`config.mk`:
```
export PLATFORM = sky130hd
export DESIGN_NAME = surf5_wb_arbiter
export DESIGN_NICKNAME = d
export VERILOG_FILES = /design/src/rtl/surf5_wbarb_pkg.sv /design/src/rtl/surf5_rr_pick.sv /design/src/rtl/surf5_wb_arbiter.sv
export SDC_FILE = /design/constraint.sdc
export NUM_CORES = 1
export LEC_CHECK = 0
export BUFFER_PORTS_ARGS = -buffer_cell sky130_fd_sc_hd__buf_2
export CAP_MARGIN = 0
export CORE_AREA = 2 2 117 119
export DETAILED_ROUTE_END_ITERATION = 10
export DIE_AREA = 0 0 119 121
export PLACE_DENSITY = 0.59
export SYNTH_ARGS = -nofsm -noshare
export SYNTH_HDL_FRONTEND = slang
export SYNTH_SLANG_ARGS = --single-unit
```
`constraint.sdc`:
```
create_clock -name clk_i -period 6.4 [get_ports clk_i]
set_input_delay 1.28 -clock clk_i [delete_from_list [all_inputs] [get_ports clk_i]]
set_output_delay 1.28 -clock clk_i [all_outputs]
set_load 0.05 [all_outputs]
```
`src/rtl/surf5_wbarb_pkg.sv`:
```
// surf5_wbarb_pkg
//   Shared definitions for the SURF5 internal WISHBONE arbiter:
//   FSM state encoding and the internal bus widths (20-bit address,
//   32-bit data).
package surf5_wbarb_pkg;

  localparam int WB_ADR_W = 20;
  localparam int WB_DAT_W = 32;

  typedef enum logic [1:0] {
    ST_IDLE   = 2'd0,
    ST_OWN    = 2'd1,
    ST_LOCKED = 2'd2
  } wbarb_state_t;

endpackage

```
`src/rtl/surf5_rr_pick.sv`:
```
// surf5_rr_pick
//   Combinational round-robin priority encoder. The search starts at
//   (last_i + 1) mod N and wraps, so the previous owner has the lowest
//   priority.
// Ports:
//   req_i   [N-1:0]   request vector
//   last_i  [IW-1:0]  index of the previous owner
//   gnt_o   [N-1:0]   one-hot winner (all zero when nothing requests)
//   idx_o   [IW-1:0]  index of the winner (0 when nothing requests)
module surf5_rr_pick #(
  parameter int N  = 3,
  parameter int IW = (N > 1) ? $clog2(N) : 1
) (
  input  logic [N-1:0]  req_i,
  input  logic [IW-1:0] last_i,
  output logic [N-1:0]  gnt_o,
  output logic [IW-1:0] idx_o
);

  // One extra bit so last_i + N cannot overflow before the wrap.
  localparam int SW = IW + 1;

  logic [SW-1:0] cand;
  logic          found;

  always_comb begin
    gnt_o = '0;
    idx_o = '0;
    found = 1'b0;
    cand  = '0;
    for (int off = 1; off <= N; off++) begin
      cand = {1'b0, last_i} + SW'(off);
      if (cand >= SW'(N)) cand = cand - SW'(N);
      if (!found && req_i[cand[IW-1:0]]) begin
        found                = 1'b1;
        gnt_o[cand[IW-1:0]]  = 1'b1;
        idx_o                = cand[IW-1:0];
      end
    end
  end

endmodule

```
`src/rtl/surf5_wb_arbiter.sv`:
```
// surf5_wb_arbiter
//   Shares the single internal WISHBONE bus among NMASTERS masters
//   (VIO bridge, PCI/host bridge, housekeeping sequencer). The grant is
//   registered round-robin; a master holding m_lock_i across a cyc drop
//   keeps the bus (LOCKED) so read-modify-write sequences are atomic.
//
// Handshake: a master owns the bus from the clock after grant until it
//   drops cyc. While owned, cyc/stb/we/adr/dat are a combinational mux of
//   the owner's inputs, and ack/err/rty reach only the owner. stb without
//   cyc never reaches the slave. Read data is broadcast to all masters.
//
// Ports:
//   clk_i, rst_n_i                    clock, async active-low reset
//   m_cyc_i/m_stb_i/m_we_i/m_lock_i   per-master controls [NMASTERS]
//   m_adr_i / m_dat_i                 packed, master k at [20k +: 20] / [32k +: 32]
//   m_dat_o, m_ack_o/m_err_o/m_rty_o  read data (broadcast), routed terminations
//   cyc_o/stb_o/we_o/adr_o/dat_o      slave-side request
//   dat_i, ack_i/err_i/rty_i          slave-side response
//   grant_o                           one-hot current owner
//   state_o                           FSM state (debug tap)
//   timeout_o                         sticky watchdog flag (SURF5_WBARB_TIMEOUT_EN only)
//
// Optional feature, macro SURF5_WBARB_TIMEOUT_EN: a watchdog aborts an
//   owned cycle that sees no termination for TIMEOUT clocks, pulsing err
//   to the owner and returning to IDLE even if lock is held.
module surf5_wb_arbiter
  import surf5_wbarb_pkg::*;
#(
  parameter int NMASTERS = 3,
  parameter int TIMEOUT  = 255
) (
  input  logic                         clk_i,
  input  logic                         rst_n_i,
  input  logic [NMASTERS-1:0]          m_cyc_i,
  input  logic [NMASTERS-1:0]          m_stb_i,
  input  logic [NMASTERS-1:0]          m_we_i,
  input  logic [NMASTERS-1:0]          m_lock_i,
  input  logic [WB_ADR_W*NMASTERS-1:0] m_adr_i,
  input  logic [WB_DAT_W*NMASTERS-1:0] m_dat_i,
  output logic [WB_DAT_W-1:0]          m_dat_o,
  output logic [NMASTERS-1:0]          m_ack_o,
  output logic [NMASTERS-1:0]          m_err_o,
  output logic [NMASTERS-1:0]          m_rty_o,
  output logic                         cyc_o,
  output logic                         stb_o,
  output logic                         we_o,
  output logic [WB_ADR_W-1:0]          adr_o,
  output logic [WB_DAT_W-1:0]          dat_o,
  input  logic [WB_DAT_W-1:0]          dat_i,
  input  logic                         ack_i,
  input  logic                         err_i,
  input  logic                         rty_i,
  output logic [NMASTERS-1:0]          grant_o,
`ifdef SURF5_WBARB_TIMEOUT_EN
  output logic                         timeout_o,
`endif
  output logic [1:0]                   state_o
);

  localparam int IW = $clog2(NMASTERS);

  if (NMASTERS < 2 || NMASTERS > 4 || TIMEOUT < 1) begin : g_bad_params
    $error("surf5_wb_arbiter: NMASTERS must be 2..4 and TIMEOUT >= 1");
  end

  wbarb_state_t        state_q, state_d;
  logic [NMASTERS-1:0] grant_q, grant_d;
  logic [IW-1:0]       owner_q, owner_d;
  logic [IW-1:0]       last_q, last_d;
  logic [NMASTERS-1:0] pick_gnt;
  logic [IW-1:0]       pick_idx;
  logic                owner_cyc;
  logic                owner_lock;
  logic                tmo_hit;

  surf5_rr_pick #(
    .N  (NMASTERS),
    .IW (IW)
  ) u_pick (
    .req_i  (m_cyc_i),
    .last_i (last_q),
    .gnt_o  (pick_gnt),
    .idx_o  (pick_idx)
  );

  assign owner_cyc  = m_cyc_i[owner_q];
  assign owner_lock = m_lock_i[owner_q];

  always_comb begin
    state_d = state_q;
    grant_d = grant_q;
    owner_d = owner_q;
    last_d  = last_q;
    case (state_q)
      ST_IDLE: begin
        if (|m_cyc_i) begin
          state_d = ST_OWN;
          grant_d = pick_gnt;
          owner_d = pick_idx;
        end
      end
      ST_OWN: begin
        // The watchdog overrides lock: a hung slave must free the bus.
        if (tmo_hit || (!owner_cyc && !owner_lock)) begin
          state_d = ST_IDLE;
          grant_d = '0;
          last_d  = owner_q;
        end else if (!owner_cyc) begin
          state_d = ST_LOCKED;
        end
      end
      ST_LOCKED: begin
        if (owner_cyc) begin
          state_d = ST_OWN;
        end else if (!owner_lock) begin
          state_d = ST_IDLE;
          grant_d = '0;
          last_d  = owner_q;
        end
      end
      default: begin
        state_d = ST_IDLE;
        grant_d = '0;
      end
    endcase
  end

  always_ff @(posedge clk_i or negedge rst_n_i) begin
    if (!rst_n_i) begin
      state_q <= ST_IDLE;
      grant_q <= '0;
      owner_q <= '0;
      last_q  <= IW'(NMASTERS - 1);
    end else begin
      state_q <= state_d;
      grant_q <= grant_d;
      owner_q <= owner_d;
      last_q  <= last_d;
    end
  end

  // Slave side is only driven in OWN; reset forces IDLE so the bus drops
  // asynchronously with no termination reaching any master.
  always_comb begin
    cyc_o   = 1'b0;
    stb_o   = 1'b0;
    we_o    = 1'b0;
    adr_o   = '0;
    dat_o   = '0;
    m_ack_o = '0;
    m_err_o = '0;
    m_rty_o = '0;
    if (state_q == ST_OWN) begin
      cyc_o   = owner_cyc & ~tmo_hit;
      stb_o   = owner_cyc & m_stb_i[owner_q] & ~tmo_hit;
      we_o    = m_we_i[owner_q];
      adr_o   = m_adr_i[int'(owner_q)*WB_ADR_W +: WB_ADR_W];
      dat_o   = m_dat_i[int'(owner_q)*WB_DAT_W +: WB_DAT_W];
      m_ack_o = grant_q & {NMASTERS{ack_i}};
      m_err_o = grant_q & {NMASTERS{err_i | tmo_hit}};
      m_rty_o = grant_q & {NMASTERS{rty_i}};
    end
  end

  assign m_dat_o = dat_i;
  assign grant_o = grant_q;
  assign state_o = state_q;

`ifdef SURF5_WBARB_TIMEOUT_EN
  localparam int TW = ($clog2(TIMEOUT + 1) > 8) ? $clog2(TIMEOUT + 1) : 8;

  logic [TW-1:0] tmo_cnt_q;
  logic          timeout_q;
  logic          term_any;

  assign term_any = ack_i | err_i | rty_i;
  // The counter holds the number of terminated-free OWN clocks already
  // elapsed, so the TIMEOUT-th such clock is the one that aborts.
  assign tmo_hit  = (state_q == ST_OWN) && owner_cyc && !term_any &&
                    (tmo_cnt_q == TW'(TIMEOUT - 1));

  always_ff @(posedge clk_i or negedge rst_n_i) begin
    if (!rst_n_i) begin
      tmo_cnt_q <= '0;
      timeout_q <= 1'b0;
    end else begin
      if (state_d == ST_OWN && state_q != ST_OWN) begin
        tmo_cnt_q <= '0;
      end else if (state_q == ST_OWN && term_any) begin
        tmo_cnt_q <= '0;
      end else if (state_q == ST_OWN && cyc_o) begin
        tmo_cnt_q <= tmo_cnt_q + 1'b1;
      end
      if (tmo_hit) timeout_q <= 1'b1;
    end
  end

  assign timeout_o = timeout_q;
`else
  assign tmo_hit = 1'b0;
`endif

endmodule

```
; ---- Word level (Yosys, flattened, before mapping)
; Cells that the tools add are included.
[totals]
regBits = 9
latch_bits = 0
mem_bits_rw = 0
romBits = 0
out_inout_bits = 101
word_cells = 108
n_memories = 0
[classes]
add_sub_neg = 6
mul = 1
div_mod_pow = 0
order_cmp = 10
eq_ne = 8
shift = 2
muxes = 54
bitwise = 6
reduce_logical = 17
[ops]
columns = op, count
row1 = 96-bit by 8-bit indexed part select with 32-bit output, 1
row2 = 60-bit by 8-bit indexed part select with 20-bit output, 1
row3 = 32-bit two-way mux, 1
row4 = 3-bit two-way mux, 10
row5 = 2-bit two-way mux, 14
row6 = 20-bit two-way mux, 1
row7 = 1-bit two-way mux, 15
row8 = 1-bit binary-select mux with 2-bit select, 7
row9 = "2-bit by 3-bit less-than comparator with 1-bit output, second input constant", 4
row10 = 3-bit bitwise AND, 3
row11 = "3-bit by 2-bit greater-or-equal comparator with 1-bit output, second input constant", 3
row12 = 3-bit one-hot mux with 3 select lines, 1
row13 = "2-bit != test, second input constant", 4
row14 = 4-bit AND reduction, 2
row15 = "2-bit by 2-bit adder with 3-bit output, second input constant", 2
row16 = 1-bit demux with 2-bit select, 3
row17 = "2-bit by 1-bit greater-or-equal comparator with 1-bit output, second input constant", 3
row18 = 1-bit logical AND, 6
row19 = "3-bit != test, second input constant", 2
row20 = 3-bit bitwise OR, 2
row21 = 2-bit one-hot mux with 3 select lines, 1
row22 = "2-bit subtractor, second input constant", 3
row23 = "2-bit by 3-bit multiplier with 5-bit output, second input constant", 1
row24 = 1-bit logical NOT, 4
row25 = other kinds (10), 10

; ---- Logic depth before layout (Yosys ltp)
; Gate-level depths: netlist of the first run.
[logic_depth]
word_depth = 14
depth_mapped = 8
ltp_nobuf = 7

; ---- By module
; From an unflattened synthesis of the first run, not the netlist that was laid out.
[unflattened]
cells_unflattened = 364
hier_area_um2 = 2414.8
[modules_own_cells]
columns = module, n_inst, cells_each, area_per_inst_um2
row1 = surf5_wb_arbiter, 1, 322, 2113.3
row2 = surf5_rr_pick, 1, 42, 301.5

; ---- Least setup slack after synthesis of the first run
; No wires, ideal clock.
[synth_path]
path_kind = input -> output
start = in m_cyc_i[2]
end = out stb_o
arrival_time_ps = 2904
setup_slack_ps = 2216
path_stages = 5
path_cell_list = buf_2 mux2i_1 o2bb2ai_2 inv_2 nor3_1
[synth_between]
elab_chain_len = 4
[synth_rtl]
columns = element, line_no
row1 = from (decl), surf5_wb_arbiter.sv:34  ; input logic [NMASTERS-1:0] m_cyc_i,
row2 = 1-bit binary-select mux with 2-bit select, surf5_wb_arbiter.sv:86  ; assign owner_cyc = m_cyc_i[owner_q];
row3 = 1-bit two-way mux (not written as such), surf5_wb_arbiter.sv:86
row4 = 1-bit bitwise AND, surf5_wb_arbiter.sv:155  ; stb_o = owner_cyc & m_stb_i[owner_q] & ~tmo_hit;
row5 = 1-bit two-way mux, surf5_wb_arbiter.sv:153  ; if (state_q == ST_OWN) begin
row6 = to (decl), surf5_wb_arbiter.sv:45  ; output logic stb_o,
; No other way between the ends. The select of a mux whose other input is x is not followed.

; ---- Worst setup path after layout of the first run
[layout_path]
start = reg owner_q[1]
end = out dat_o[5]
[layout_between]
elab_chain_len = 2
[layout_rtl]
columns = element, line_no
row1 = from (decl), surf5_wb_arbiter.sv:68  ; logic [IW-1:0] owner_q, owner_d;
row2 = from (signal assigned), surf5_wb_arbiter.sv:137  ; owner_q <= owner_d;
row3 = 96-bit by 8-bit indexed part select with 32-bit output, surf5_wb_arbiter.sv:158  ; dat_o = m_dat_i[int'(owner_q)*WB_DAT_W +: WB_DAT_W];
row4 = 32-bit two-way mux, surf5_wb_arbiter.sv:153
row5 = to (decl), surf5_wb_arbiter.sv:48  ; output logic [WB_DAT_W-1:0] dat_o,
; No other way between the ends.

==> metrics, run 1 <==
Post-route DRC=0; top achievable clock speed=246 MHz; GRT Total Usage=0.120; pwr/cell area=562 nW/µm²; Final Core Density=0.271; #FFs+latches synth=9; post_cts resized=0; sequential-to-total area share from yosys stat=0.0961; Compound-Gate Fraction of Synth Area=0.183; RSZ-0062 raised after global routing=false; die height=121 µm; Critical Path End Type=output pin; final std cells w/o fill=722; skew final=0.00420 ns; CP startpoint kind=register; TritonRoute pass-1 iters=4; clock root buffer=clkbuf_16; most common cell in the netlist=nor2_1; Worst path max stage delay=0.78 ns; hold_buf cts=0; Synth Net Count=569; Worst VDD drop=214 µV; critical path class=reg -> out; worst slack, placed=2.63 ns; area post-placement=3460 µm²; Yosys top cell area share=0.242; Post-synth EDFFs=0; Post-Synth Adder-Cell Area=0.0319; Final Cycle Share=0.635; pin count of the biggest net entering global routing=61; status=completed; Cells after Synth=358; Setup Fix Bufs, Post-CTS=0; clk_lat worst skew=0.24 ns; asr flop ratio synth=1.00; share of layout cells above drive strength 1=0.471; Sum Neg Setup Slack=0 ns; Synth Area per Inst=6.58 µm²; slowest stage cell, crit path=dfrtp_4; Fin Hold WS=0.608 ns; Worst-Margin Slew=1.08 ns; final setup fails=0; Hold Fails Final Rpt=0; PortBufs=241; Final Worst Setup Slack=2.34 ns; routed via count=3132; Placed Cells=718; worst hold path class=reg -> reg; crit-path max FO=60; Critical path buffers and inverters=2; initial antenna violation count=0; DRT iter0 DRCs=146; most frequent cells after synthesis=113 x nor2_1, 57 x mux2i_1, 56 x a21oi_1; total power=1.99 mW; Top FF cell, synth=dfrtp_1; first-pass GRT wire length=14000 µm; vias in the first global route=2799; routability cong.=0.792; Core Area=13100 µm²; simple-gate share of the synthesized area=0.268; Worst Path Required=5.12 ns; H-Tree Level Count=1; fin. max-slew vios=0; max cap viols=0; clock-pin slew on the worst setup and hold paths=0.04 ns; Initial Utilization=0.180; width of the die=119 µm; Post-Synth XOR/XNOR Area=0.00372; Routed WL=9420 µm; largest family of logic cells by synthesized area=simple AND/OR/NAND/NOR gates; # nets final=758; clock sinks=9; I/O pins=306; vias per cell=4.34; clk buf depth=2; detailed placer's ending HPWL=7410 µm; Core Rows=42; CTS tree=yes; Distinct cells, synth=39; Final Instance Area=3540 µm²; crit path time final=4.06 ns; mux cell area share after synthesis=0.257; P&R area growth vs syn=50.2%; Synthesis Warnings=0; static leakage=1.93 nW; # diodes=0; worst path cell trace=nor2b_4, buf_4, a21oi_1, nor2_1, buf_2; DIE AREA=14400 µm²; top post-synthesis cells by area=mux2i_1 24%, nor2_1 18%, a21oi_1 12%; post-synth top area cell=mux2i_1; Rel. slew slack=0.280; Synth Cell Area=2360 µm²; GRT overflow=0; ANT nets after route=0; WL/cell=13.0 µm; CTS buffer count=3; crit-path leading delay family=simple AND/OR/NAND/NOR gates; CP Data Arrival Time=2.78 ns
cell usage in the layout (no fill, tap or decap), drive strengths merged, types with 2 or more instances in the layout:
cell	n
buf	244
nor2	113
mux2i	57
a21oi	56
and3	9
dfrtp	8
ha	6
inv	5
nor2b	5
a221o	4
nand2b	4
clkbuf	4
nand2	3
nor3b	3
mux2	3
nor3	2
o22ai	2
and3b	2
o2bb2ai	2
o32ai	2
state kept, by name (all words and copies together), names as in the netlist:
signal / flops
state_o: 2
last_q: 2
owner_q: 2
grant_o: 3
power by group:
part / switching (mW) / internal (mW) / leakage (nW)
clock network: 0.0282 / 0.0833 / 0.0382
registers: 0.0967 / 0.0809 / 0.111
logic: 1.23 / 0.472 / 1.78
kinds of logic (layout without fill, tap and decap cells):
| group | count (synthesis) | count (layout) |
|---|---|---|
| AO/OA/AOI/OAI | 72 | 72 |
| XOR/XNOR | 1 | 1 |
| adder cells (fa/ha/maj) | 6 | 6 |
| buffers and inverters | 65 | 253 |
| flip-flops | 9 | 9 |
| multiplexers | 60 | 60 |
| AND/OR/NAND/NOR | 145 | 145 |
final timing paths:
path | startpoint | to | slack, ns | cells after the start
setup / recovery | owner_q[1] | dat_o[5] | 2.34 | 5
hold / removal | grant_o[0] | grant_o[0] | 0.61 | 1
setup reg to reg | owner_q[1] | last_q[0] | 3.75 | 5
hold reg to reg | grant_o[0] | grant_o[0] | 0.61 | 1
max in group asynchronous | rst_n_i | last_q[1] | 5.26 | 1
min in group asynchronous | rst_n_i | state_o[1] | 0.89 | 1
per-layer routing:
metal	global-route usage	vias to the layer above	routed length (µm)
met5	0	-	0
met4	0.0357	0	199
met1	0.143	1357	3760
li1	-	1570	-
met2	0.212	186	4570
met3	0.0291	19	884
cell type report:
class                           count  area, µm²
Inverter                            5       18.8
Tap cell                          176        220
Multi-Input combinational cell    284       1760
Timing Repair Buffer              244       1230
Sequential cell                     9        231
Clock buffer                        4       78.8
Fill cell                        1489       9550
No activity file was read; power rests on OpenSTA's default activity.
==> run 2: changes to the inputs <==
Settings changed: ABC_AREA from default to 1, PLACE_DENSITY 0.59 to 0.61.
Clock period 6.4 ns to 3.6 ns, I/O delays scaled along.
==> metrics, run 2 <==
Post-route DRC=0 (unchanged); Post-Synth Adder-Cell Area=0.0310 (was 0.0319); detailed placer's ending HPWL=8480 µm (was 7410 µm); hold_buf cts=0 (unchanged); mux cell area share after synthesis=0 (was 0.257); Gate power share=0.892 (was 0.855); clock sinks=9 (unchanged); # nets final=876 (was 758); Setup Fix Bufs, Post-CTS=0 (unchanged); Synth Area per Inst=5.10 µm² (was 6.58 µm²); vias per cell=4.24 (was 4.34); top achievable clock speed=363 MHz; status=completed (unchanged); most frequent cells in the layout=241 x buf_2, 116 x nor2_1, 107 x nand2_1, 54 x o21ai_0, 53 x a21oi_1 (was 241 x buf_2, 113 x nor2_1, 57 x mux2i_1, 56 x a21oi_1, 9 x and3_1); register area=229 µm² (was 231 µm²); crit-path max FO=36 (was 60); vias in the first global route=3291 (was 2799); top post-synthesis cells by area=nor2_1 18%, nand2_1 17%, buf_4 12% (was mux2i_1 24%, nor2_1 18%, a21oi_1 12%); static leakage=2.02 nW (was 1.93 nW); GRT overflow=0 (unchanged); Core Area=13100 µm² (unchanged); worst slack, placed=1.09 ns (was 2.63 ns); TritonRoute pass-1 iters=4 (unchanged); CTS tree=yes (unchanged); max reg flops=3 (unchanged); clock root buffer=clkbuf_16 (unchanged); Synthesis Warnings=0 (unchanged); pin count of the biggest net entering global routing=58 (was 61); Worst Path Required=2.88 ns (was 5.12 ns); routability cong.=0.869 (was 0.792); Rel. slew slack=0.580 (was 0.280); worst path cell trace=inv_1, nor2_1, inv_2, buf_4, a21oi_1, buf_2 (was nor2b_4, buf_4, a21oi_1, nor2_1, buf_2); Initial Utilization=0.185 (was 0.180); Top FF cell, synth=dfrtp_1 (unchanged); asr flop ratio synth=1.00 (unchanged); die height=121 µm (unchanged); initial antenna violation count=1 (was 0); Sw Ratio=0.705 (was 0.681); Routed WL=10500 µm (was 9420 µm); crit path time final=2.75 ns; Final Worst Setup Slack=0.847 ns (was 2.34 ns); pwr/cell area=965 nW/µm² (was 562 nW/µm²); PortBufs=241 (unchanged); H-Tree Level Count=1 (unchanged); final setup fails=0 (unchanged); Cells after Synth=475 (was 358); slowest stage cell, crit path=inv_2 (was dfrtp_4); Post-synth EDFFs=0 (unchanged); CTS buffer count=3 (unchanged); P_sw=2.43 mW (was 1.35 mW); Sum Neg Setup Slack=0 ns (unchanged); critical path class=reg -> out (unchanged); Hold Fails Final Rpt=0 (unchanged); Multi-input gate area=1680 µm² (was 1760 µm²); most frequent cells after synthesis=116 x nor2_1, 107 x nand2_1, 54 x o21ai_0 (was 113 x nor2_1, 57 x mux2i_1, 56 x a21oi_1); max cap viols=0 (unchanged); sequential-to-total area share from yosys stat=0.0934 (was 0.0961); Yosys top cell area share=0.180 (was 0.242); Post-Synth XOR/XNOR Area=0 (was 0.00372); ANT nets after route=0 (unchanged); Worst R2R Setup Slack=1.52 ns (was 3.75 ns); Core Rows=42 (unchanged); internal cell power=1.02 mW (was 0.636 mW); simple-gate share of the synthesized area=0.413 (was 0.268); DRT iter0 DRCs=191 (was 146); width of the die=119 µm (unchanged); clk_lat worst skew=0.23 ns (was 0.24 ns); routed via count=3570 (was 3132); fin. max-slew vios=0 (unchanged); CP Data Arrival Time=2.03 ns (was 2.78 ns); Worst VDD drop=448 µV (was 214 µV); Synth Cell Area=2420 µm² (was 2360 µm²); register share of total power=0.053 (was 0.089); most frequent standard cell in the layout excluding fill and tap cells=buf_2 (unchanged); #FFs+latches synth=9 (unchanged); Final Cycle Share=0.765; DIE AREA=14400 µm² (unchanged); RSZ-0062 raised after global routing=false (unchanged); post-synth top area cell=nor2_1 (was mux2i_1); Compound-Gate Fraction of Synth Area=0.250 (was 0.183); clock power share=0.055 (was 0.056); Distinct cells, synth=29 (was 39); skew final=0.000529 ns (was 0.00420 ns); most common cell in the netlist=nor2_1 (unchanged); Final Core Density=0.274 (was 0.271); Synth Net Count=686 (was 569); Critical Path End Type=output pin (unchanged); largest family of logic cells by synthesized area=simple AND/OR/NAND/NOR gates (unchanged); Worst-Margin Slew=0.629 ns (was 1.08 ns); Worst path max stage delay=0.48 ns (was 0.78 ns); WL/cell=12.5 µm (was 13.0 µm); post_cts resized=0 (unchanged); share of layout cells above drive strength 1=0.399 (was 0.471); worst hold path class=in -> async (was reg -> reg); P&R area growth vs syn=47.6% (was 50.2%); GRT Total Usage=0.136 (was 0.120); clk buf depth=2 (unchanged); total power=3.46 mW (was 1.99 mW); fill count=1513 (was 1489); clock-pin slew on the worst setup and hold paths=0.04 ns (about the same); I/O pins=306 (unchanged); first-pass GRT wire length=16200 µm (was 14000 µm); CP startpoint kind=register (unchanged)
-- run 2: changes by cell type in the layout (fill, tap and decap cells not counted), sizes merged, moves of 4 or more --
cell	previous run	this run
and3	9	0
nor2b	5	0
nand3	0	14
nand2	3	111
nor3	2	9
a221o	4	0
nand2b	4	0
o21ai	0	56
mux2i	57	0
inv	5	30
-- run 2: kinds of logic (layout without fill, tap and decap cells) --
family,Yosys count,count (layout)
AOI/OAI and AO/OA,116,116
adders and majority gates,6,6
buffers and inverters,92,281
DFF,9,9
other,0,1
and+or+nand+nor,252,252
-- run 2: cell type report --
cell class | instances | share of cell area
Sequential cell | 9 | 0.0640
Multi-Input combinational cell | 374 | 0.470
Tap cell | 176 | 0.0615
Clock buffer | 4 | 0.0220
Timing Repair Buffer | 247 | 0.350
Inverter | 30 | 0.0322
Antenna cell | 1 | 0.000699
-- run 2: layer usage --
metal | GRT usage | wire length (µm)
met1 | 0.166 | 4340
met2 | 0.244 | 4900
met3 | 0.0385 | 1180
met4 | 0.0179 | 54
met5 | 0 | 0
-- run 2: final timing paths --
kind                             from          to  cells after the start
setup reg to reg            last_q[0]  owner_q[0]                     11
hold / removal                rst_n_i  grant_o[0]                      1
hold reg to reg            grant_o[1]  grant_o[1]                      2
min in group clk_i         grant_o[1]  grant_o[1]                      2
setup / recovery           state_o[0]   dat_o[29]                      6
max in group asynchronous     rst_n_i   last_q[1]                      1
-- run 2: per-stage QoR --
step                hold WS (ns)  cell area (µm²)  std cells
CTS                        0.333             3580        840
finish                     0.329             3580        841
global route               0.350             3580        840
global placement           0.488             3500        836
detailed placement         0.489             3500        836
floorplan                  0.424             2420        475
-- run 2: power groups by stage --
stage	Combinational, mW	Sequential (mW)	Clock [mW]
after floorplan	2.48	0.236	0
after global placement	3.11	0.181	0
after detailed placement	3.10	0.183	0
after CTS	3.11	0.182	0.195
after global routing	3.37	0.187	0.201
final	3.08	0.182	0.191
-- run 2: critical path: cells and delay by family (launching register included) --
kind | cells | cell delay (ns)
buf+inv | 4 | 1.23
flops | 1 | 0.37
simple gates | 1 | 0.09
compound gates | 1 | 0.09
==> run 3: changes to the inputs <==
Settings changed: ABC_AREA 1 to 0, PLACE_DENSITY 0.61 to 0.59.
Clock period 3.6 ns to 2.8 ns, I/O delays scaled along.
==> metrics, run 3 (synthesis results as in run 1) <==
P_sw=3.12 mW (was 2.43 mW); fin. max-slew vios=0 (unchanged); detailed placer's ending HPWL=7790 µm (was 8480 µm); critical path class=reg -> out (unchanged); GRT Total Usage=0.120 (was 0.136); register share of total power=0.066 (was 0.053); vias in the first global route=2886 (was 3291); die height=121 µm (unchanged); DIE AREA=14400 µm² (unchanged); clock-pin slew on the worst setup and hold paths=0.04 ns (about the same); hold_buf cts=0 (unchanged); CTS buffer count=3 (unchanged); top achievable clock speed=403 MHz; clock root buffer=clkbuf_16 (unchanged); CP Data Arrival Time=1.92 ns (was 2.03 ns); Rel. slew slack=0.634 (was 0.580); max reg flops=3 (unchanged); share of layout cells above drive strength 1=0.475 (was 0.399); clk_lat worst skew=0.24 ns (was 0.23 ns); internal cell power=1.51 mW (was 1.02 mW); skew final=0.00120 ns (was 0.000529 ns); Core Area=13100 µm² (unchanged); most frequent cells in the layout=241 x buf_2, 113 x nor2_1, 57 x mux2i_1, 56 x a21oi_1, 9 x and3_1 (was 241 x buf_2, 116 x nor2_1, 107 x nand2_1, 54 x o21ai_0, 53 x a21oi_1); crit path time final=2.48 ns; clk buf depth=2 (unchanged); Critical Path End Type=output pin (unchanged); FF-to-FF path depth=7 (was 11); clock sinks=9 (unchanged); H-Tree Level Count=1 (unchanged); Setup crit start=owner_q[1] (was state_o[0]); pin count of the biggest net entering global routing=42 (was 58); CTS tree=yes (unchanged); Routed WL=9460 µm (was 10500 µm); Worst VDD drop=464 µV (was 448 µV); Hold Fails Final Rpt=0 (unchanged); # nets final=763 (was 876); worst path cell trace=nor2b_4, o2bb2ai_2, inv_2, nor3_1, buf_2 (was inv_1, nor2_1, inv_2, buf_4, a21oi_1, buf_2); status=completed (unchanged); WL/cell=13.0 µm (was 12.5 µm); slowest stage cell, crit path=dfrtp_4 (was inv_2); ANT nets after route=0 (unchanged); Gate power share=0.879 (was 0.892); worst flop-to-flop path startpoint=last_q[0] (unchanged); DRT iter0 DRCs=109 (was 191); Final Cycle Share=0.885; static leakage=1.97 nW (was 2.02 nW); Setup Fix Bufs, Post-CTS=0 (unchanged); R2R Path End=owner_q[0] (unchanged); most frequent standard cell in the layout excluding fill and tap cells=buf_2 (unchanged); Core Rows=42 (unchanged); Final Worst Setup Slack=0.321 ns (was 0.847 ns); Fin Hold WS=0.172 ns (was 0.329 ns); routability cong.=0.775 (was 0.869); pwr/cell area=1290 nW/µm² (was 965 nW/µm²); Sw Ratio=0.674 (was 0.705); final setup fails=0 (unchanged); width of the die=119 µm (unchanged); Worst Path Required=2.24 ns (was 2.88 ns); routed via count=3168 (was 3570); Worst-Margin Slew=0.547 ns (was 0.629 ns); Critical Path End=stb_o (was dat_o[29]); PortBufs=241 (unchanged); TritonRoute pass-1 iters=4 (unchanged); GRT overflow=0 (unchanged); # diodes=0 (was 1); Initial Utilization=0.180 (was 0.185); vias per cell=4.36 (was 4.24); worst hold path class=in -> async (unchanged); I/O pins=306 (unchanged); Post-route DRC=0 (unchanged); post_cts resized=0 (unchanged); RSZ-0062 raised after global routing=false (unchanged); crit-path max FO=14 (was 36); initial antenna violation count=0 (was 1); max cap viols=0 (unchanged); Worst R2R Setup Slack=0.54 ns (was 1.52 ns); worst slack, placed=0.536 ns (was 1.09 ns); clock power share=0.055 (about the same); first-pass GRT wire length=14100 µm (was 16200 µm); P&R area growth vs syn=52.9% (was 47.6%); Sum Neg Setup Slack=0 ns (unchanged); CP startpoint kind=register (unchanged); Worst path max stage delay=0.59 ns (was 0.48 ns)
-- run 3: cell types whose count changed in the layout (fill, tap and decap cells not counted), sizes merged, moves of 3 or more --
cell,before,now
nor2,116,113
inv,30,5
mux2i,0,57
mux2,0,3
and3,0,9
a221o,0,4
nor3,9,2
nand2,111,3
nor3b,0,3
nand3,14,0
nand2b,0,4
nor2b,0,5
o21ai,56,0
-- run 3: per-stage QoR --
stage	area (µm²)	utilization	total power [mW]	std cells
after floorplan	2360	-	3.56	358
after global placement	3520	0.269	4.41	723
after detailed placement	3520	0.269	4.42	723
after CTS	3600	0.275	4.69	727
after global routing	3600	0.275	4.94	727
final	3600	0.275	4.63	727
-- run 3: metal layers --
layer	vias up	wire length (µm)	GRT usage
li1	1580	-	-
met1	1399	3820	0.139
met2	173	4530	0.217
met3	16	934	0.0315
met4	0	169	0.0335
met5	-	0	0
-- run 3: power groups by stage --
stage | Combinational [mW] | Sequential [mW] | Clock, mW
2_1_floorplan | 3.24 | 0.320 | 0
3_3_place_gp | 4.10 | 0.312 | 0
3_5_place_dp | 4.11 | 0.310 | 0
4_1_cts | 4.12 | 0.308 | 0.259
5_1_grt | 4.35 | 0.323 | 0.269
6_report | 4.07 | 0.306 | 0.254
-- run 3: final cells by class --
type / count / area (µm²)
Sequential cell: 9 / 231
Tap cell: 176 / 220
Inverter: 5 / 18.8
Multi-Input combinational cell: 284 / 1760
Fill cell: 1495 / 9480
Clock buffer: 4 / 78.8
Timing Repair Buffer: 249 / 1290
-- run 3: worst max-delay path: cells and delay by family (launching register included) --
kind | cells | cell delay (ns)
flops | 1 | 0.59
simple gates | 2 | 0.49
buf+inv | 2 | 0.39
compound gates | 1 | 0.21
-- run 3: worst min path at each step --
| stage | from | endpoint | slack [ns] | cells after the start |
|---|---|---|---|---|
| 6_report | rst_n_i | last_q[0] | 0.17 | 1 |
| 4_1_cts | rst_n_i | last_q[0] | 0.18 | 1 |
| 2_1_floorplan | rst_n_i | grant_o[0] | 0.26 | 0 |
| 5_1_grt | rst_n_i | grant_o[0] | 0.19 | 1 |
| 3_3_place_gp | rst_n_i | last_q[0] | 0.42 | 1 |
| 3_5_place_dp | rst_n_i | last_q[0] | 0.43 | 1 |
